`src/rtl/seg_display_mux.sv`:
```
// Multiplexed seven-segment driver: sequential double-dabble conversion into a display
// register, scanned across DIGITS active-low anodes. Optional macro: SEG_LZ_BLANK_EN.
module seg_display_mux #(
  parameter int DIGITS       = 4,
  parameter int VAL_W        = 14,
  parameter int REFRESH_BITS = 18
) (
  input  logic              clock_100Mhz,
  input  logic              reset,
  input  logic [VAL_W-1:0]  value,
  input  logic              load,
  output logic              busy,
  output logic [DIGITS-1:0] Anode_Activate,
  output logic [6:0]        SevenSegDisplay
);

  localparam int BW = DIGITS * 4;
  localparam int CW = $clog2(VAL_W + 1);
  localparam int IW = (DIGITS > 1) ? $clog2(DIGITS) : 1;

  function automatic logic [63:0] pow10(input int n);
    logic [63:0] r;
    r = 64'd1;
    for (int k = 0; k < n; k++) r = r * 64'd10;
    return r;
  endfunction

  localparam logic [63:0] MAXV = pow10(DIGITS) - 64'd1;

  function automatic logic [6:0] seg7(input logic [3:0] n);
    case (n)
      4'd0:    return 7'b0000001;
      4'd1:    return 7'b1001111;
      4'd2:    return 7'b0010010;
      4'd3:    return 7'b0000110;
      4'd4:    return 7'b1001100;
      4'd5:    return 7'b0100100;
      4'd6:    return 7'b0100000;
      4'd7:    return 7'b0001111;
      4'd8:    return 7'b0000000;
      4'd9:    return 7'b0000100;
      default: return 7'b0000001;
    endcase
  endfunction

  typedef enum logic [1:0] {S_IDLE, S_SHIFT, S_DONE} state_t;
  state_t state_q, state_d;

  logic [VAL_W-1:0]        bin_q, bin_d;
  logic [BW-1:0]           bcd_q, bcd_d, adj;
  logic [CW-1:0]           cnt_q, cnt_d;
  logic                    ovf_q, ovf_d;
  logic [BW-1:0]           disp_q, disp_d;
  logic                    dovf_q, dovf_d;
  logic [REFRESH_BITS-1:0] presc_q, presc_d;
  logic [IW-1:0]           idx_q, idx_d;
  logic [DIGITS-1:0]       an_q, an_d;
  logic [6:0]              seg_q, seg_d;
  logic [3:0]              nib;
  logic                    blk;

  always_ff @(posedge clock_100Mhz) begin
    if (reset) state_q <= S_IDLE;
    else       state_q <= state_d;
  end

  always_comb begin
    state_d = state_q;
    case (state_q)
      S_IDLE:  if (load) state_d = S_SHIFT;
      S_SHIFT: if (cnt_q == CW'(VAL_W - 1)) state_d = S_DONE;
      S_DONE:  state_d = S_IDLE;
      default: state_d = S_IDLE;
    endcase
  end

  always_comb begin
    busy = (state_q != S_IDLE);
  end

  // Converter datapath: add-3 correction precedes the joint left shift.
  always_comb begin
    bin_d  = bin_q;
    bcd_d  = bcd_q;
    cnt_d  = cnt_q;
    ovf_d  = ovf_q;
    disp_d = disp_q;
    dovf_d = dovf_q;
    adj    = bcd_q;
    for (int k = 0; k < DIGITS; k++)
      if (bcd_q[k*4 +: 4] >= 4'd5) adj[k*4 +: 4] = bcd_q[k*4 +: 4] + 4'd3;
    case (state_q)
      S_IDLE: if (load) begin
        bin_d = value;
        bcd_d = '0;
        cnt_d = '0;
        ovf_d = 64'(value) > MAXV;
      end
      S_SHIFT: begin
        {bcd_d, bin_d} = {adj, bin_q} << 1;
        cnt_d          = cnt_q + CW'(1);
      end
      S_DONE: begin
        disp_d = bcd_q;
        dovf_d = ovf_q;
      end
      default: ;
    endcase
  end

  // Scan: index 0 is the most significant digit and drives the top anode bit.
  always_comb begin
    presc_d = presc_q + REFRESH_BITS'(1);
    idx_d   = idx_q;
    if (&presc_q) idx_d = (idx_q == IW'(DIGITS - 1)) ? '0 : idx_q + IW'(1);
    nib  = '0;
    blk  = 1'b0;
    an_d = '1;
    for (int k = 0; k < DIGITS; k++)
      if (IW'(k) == idx_q) begin
        nib                = disp_q[(DIGITS-1-k)*4 +: 4];
        an_d[DIGITS-1-k]   = 1'b0;
      end
`ifdef SEG_LZ_BLANK_EN
    begin
      logic lead;
      lead = 1'b1;
      for (int k = 0; k < DIGITS - 1; k++) begin
        lead = lead & (disp_q[(DIGITS-1-k)*4 +: 4] == 4'd0);
        if (IW'(k) == idx_q) blk = lead;
      end
    end
`endif
    if (dovf_q)   seg_d = 7'b1111110;
    else if (blk) seg_d = 7'b1111111;
    else          seg_d = seg7(nib);
  end

  always_ff @(posedge clock_100Mhz) begin
    if (reset) begin
      bin_q   <= '0;
      bcd_q   <= '0;
      cnt_q   <= '0;
      ovf_q   <= 1'b0;
      disp_q  <= '0;
      dovf_q  <= 1'b0;
      presc_q <= '0;
      idx_q   <= '0;
      an_q    <= '1;
      seg_q   <= 7'b1111111;
    end else begin
      bin_q   <= bin_d;
      bcd_q   <= bcd_d;
      cnt_q   <= cnt_d;
      ovf_q   <= ovf_d;
      disp_q  <= disp_d;
      dovf_q  <= dovf_d;
      presc_q <= presc_d;
      idx_q   <= idx_d;
      an_q    <= an_d;
      seg_q   <= seg_d;
    end
  end

  assign Anode_Activate  = an_q;
  assign SevenSegDisplay = seg_q;

endmodule

```
`config.mk`:
```
export PLATFORM = sky130hd
export DESIGN_NAME = seg_display_mux
export DESIGN_NICKNAME = d
export VERILOG_FILES = /design/src/rtl/seg_display_mux.sv
export SDC_FILE = /design/constraint.sdc
export NUM_CORES = 1
export LEC_CHECK = 0
export ABC_AREA = 1
export ABC_CLOCK_PERIOD_IN_PS = 2300
export CAP_MARGIN = 20
export CORE_MARGIN = 1
export CORE_UTILIZATION = 60
export CTS_BUF_LIST = sky130_fd_sc_hd__clkbuf_4 sky130_fd_sc_hd__clkbuf_8
export CTS_CLUSTER_SIZE = 40
export DETAILED_ROUTE_END_ITERATION = 12
export PLACE_DENSITY = 0.89
export SYNTH_ARGS = -nofsm -noshare
export SYNTH_HDL_FRONTEND = slang
export SYNTH_SLANG_ARGS = --single-unit
```
`constraint.sdc`:
```
create_clock -name clock_100Mhz -period 2.3 [get_ports clock_100Mhz]
set_clock_uncertainty 0.15 [all_clocks]
set_input_delay 0.46 -clock clock_100Mhz [delete_from_list [all_inputs] [get_ports clock_100Mhz]]
set_output_delay 0.46 -clock clock_100Mhz [all_outputs]
set_load 0.02 [all_outputs]
```
==> flow_summary.toml <==
[finish]
fin_util_pct = 69.48
area_growth_pct = 11.65
nNetsFinal = 577
drive_above_1_share_pct = 7.024
n_antenna_cell = 0
layout_common_cells = "nand2_1, dfxtp_1, inv_1"
layout_commonest_cell = "nand2_1"

[power]
seqPwrFrac_pct = 58.0
pwr_density_cell_nw_per_um2 = 599.9
p_leak_nw = 1.716
internal-power_mw = 2.004
worst_ir_drop_vdd_uv = 384.1
p_sw_share_pct = 24.26
comb_power_share_pct = 8.5
p_sw_mw = 0.6422
power_mw = 2.647
pwr-share-clk_pct = 33.5

[drt]
vias = 3441
drt_iter0_markers = 184
drt-wirelength-per-cell_um = 12.82
wl_mm = 7.924
viasPerCell = 5.568
route.detailed.drc = 0
dr.pass1.iters = 5
ant_nets = 0

[setup_path]
reg2reg_depth = 10
worstReg2RegEnd = "SevenSegDisplay[3]"
start_kind = "flop"
cp_slowest_cell = "clkdlybuf4s50_1"
path_buf_inv = 2
regToRegSetupSlack_ns = 0.24
cpLargestDelayFamily = "buffers and inverters"
cpPeakStageDelay_ns = 0.60
r2r-start = "idx_q[0]"
required_ns = 1.69
crit_type = "reg2out"
worstPathArrival_ns = 1.59
crit_chain = "inv_2, nand2_1, clkdlybuf4s50_1"
cp_max_fo = 4
critPathCaptureType = "primary output"

[cts]
htree_levels = 3
clk_latency_ns = 0.36
post_cts_buffers = 0
cts_tree = "done"
cts_root_buf = "clkbuf_8"
cts_buffers = 9
cts.sinks = 85
clk_pin_slew_ns = 0.07
cts_buffer_depth = 2
cts_hold_buf = 0

[global_routing]
grt_pass1_wl_mm = 14.22
grt_pass1_vias = 3310
grt_usage_pct = 25.14
grt_antenna_before_repair = 0
grt_max_degree = 34
overflow = 0

[synthesis]
netlist_area_um2 = 3951
synth_fa_ha_area_share_pct = 6.333
synth_compound_gate_area_share_pct = 16.66
syn_nets = 551
synth_simple_gate_area_share_pct = 23.78
synth_cell_type_count = 36
synth_top_family_by_area = "simple AND/OR/NAND/NOR gates"
yosysTopAreaCellShare_pct = 43.07
ys_seq_elements = 85
synthMuxAreaShare_pct = 0
synth_xor_area_share_pct = 1.995
avgSynthCellArea_um2 = 7.687
ys_seq_area_share_pct = 43.07
yosysTopAreaCell = "dfxtp_1"
synth_area_leaders = "dfxtp_1, nand2_1, ha_1"
synth_cells = 514
yosysWarnings = 0

[placement]
port_buffers = 28
dp_hpwl_mm = 5.653
place_ws_ns = 0.2093
place.gp.congestion = 0.8502

[floorplanning]
initial_core_util_pct = 62.23
die-area_um2 = 6914
num_io_pins = 29
coreArea_um2 = 6350
std_cell_rows = 29
die_w_um = 83.15
dieHeight_um = 83.15

[min_path]
hold_path.class = "reg2reg"
hold_start = "bcd_q[15]"
min_path_cells = 2
min_to = "bcd_q[15]"

[sta]
maxSlewViolCount = 0
setup_tns_ns = 0
rsz0062_at_grt = "no"
fmax_mhz = 454.2
tightest_slew_ns = 0.5761
fin_hold_ws_ns = 0.3150
setup_viol = 0
slew_headroom_pct = 61.50
layout_min_cycle_time_ns = 2.202
finalHoldViolCount = 0
fin_ws_ns = 0.09842
finalCritPeriodShare_pct = 95.72

[outcome]
outcome = "complete, no violations"

[run]
maxCapViolations = 0
[Yosys cell counts, drive strengths merged]
master  instances
nand3b          2
a31oi           5
dfxtp          85
a32o            1
o211ai          6
o21ai          48
o32ai           4
nor3            6
ha             20
inv            60
xor2            5
buf            11
clkbuf          6
nor2           51
nand3          33
a22oi           2
a21oi          41
nand4           5
xnor2           4
o21a            1
nand2         112
or2             1
o31ai           1
o22ai           4
[layer usage]
layer  vias to the layer above  GRT usage [%]  share of wire, %
met5                         -              0                 0
met4                         0          13.79               3.0
met3                        28          5.467               4.7
met2                       101          40.83                48
met1                      1582          31.04                45
li1                       1730              -                 -
[cell families after synthesis]
| family | count (synthesis) |
|---|---|
| adders and majority gates | 20 |
| AOI/OAI and AO/OA | 113 |
| DFF | 85 |
| and+or+nand+nor | 210 |
| xor gates and xnor gates | 9 |
| buffers and inverters | 77 |
[power by group through the flow]
stage / logic, mW / registers (mW) / clock network [mW]
finish: 0.224 / 1.53 / 0.888
global route: 0.251 / 1.54 / 0.958
CTS: 0.225 / 1.53 / 0.895
detailed placement: 0.224 / 1.57 / 0
global placement: 0.219 / 1.57 / 0
floorplan: 0.149 / 1.57 / 0
[per-stage QoR]
step	instance area (um^2)	instances
after floorplan	3951	514
after CTS	4409	618
after detailed placement	4263	606
final	4412	618
after global routing	4412	618
after global placement	4263	606
[worst max-delay path by stage]
| stage | end | from | slack [ns] | depth (start not counted) |
|---|---|---|---|---|
| finish | busy | state_q[1] | 0.1 | 3 |
| global route | SevenSegDisplay[3] | idx_q[1] | 0.0009 | 12 |
| CTS | busy | state_q[1] | 0.09 | 3 |
| detailed placement | SevenSegDisplay[3] | idx_q[1] | 0.21 | 12 |
| global placement | SevenSegDisplay[3] | idx_q[1] | 0.34 | 12 |
| floorplan | SevenSegDisplay[3] | idx_q[1] | 0.43 | 12 |
[registers in the layout, summed over array words and instances, names as in the netlist, 4 cells and up]
name	flops
disp_q	16
SevenSegDisplay	7
bcd_q	16
presc_q	18
cnt_q	4
Anode_Activate	4
bin_q	14
[final cells by class]
| class | count | area (um^2) |
|---|---|---|
| Timing Repair Buffer | 32 | 310.3 |
| Inverter | 60 | 227.7 |
| Tap cell | 77 | 96.34 |
| Fill cell | 468 | 1938 |
| Multi-Input combinational cell | 352 | 1929 |
| Clock buffer | 12 | 146.4 |
| Sequential cell | 85 | 1702 |
[what timing repair did]
| item | in CTS | in global routing |
|---|---|---|
| resized for setup | 0 | 2 |
| endpoints found under the hold margin | 0 | 0 |
| setup endpoints to repair | 0 | 4 |
[tightest hold or removal path: cells and delay by family (launching register included)]
kind             cells  cell delay, ns
AND/OR/NAND/NOR      1            0.06
AO/OA/AOI/OAI        1            0.05
flip-flops           1            0.31
(Power assumes the default switching activity.)
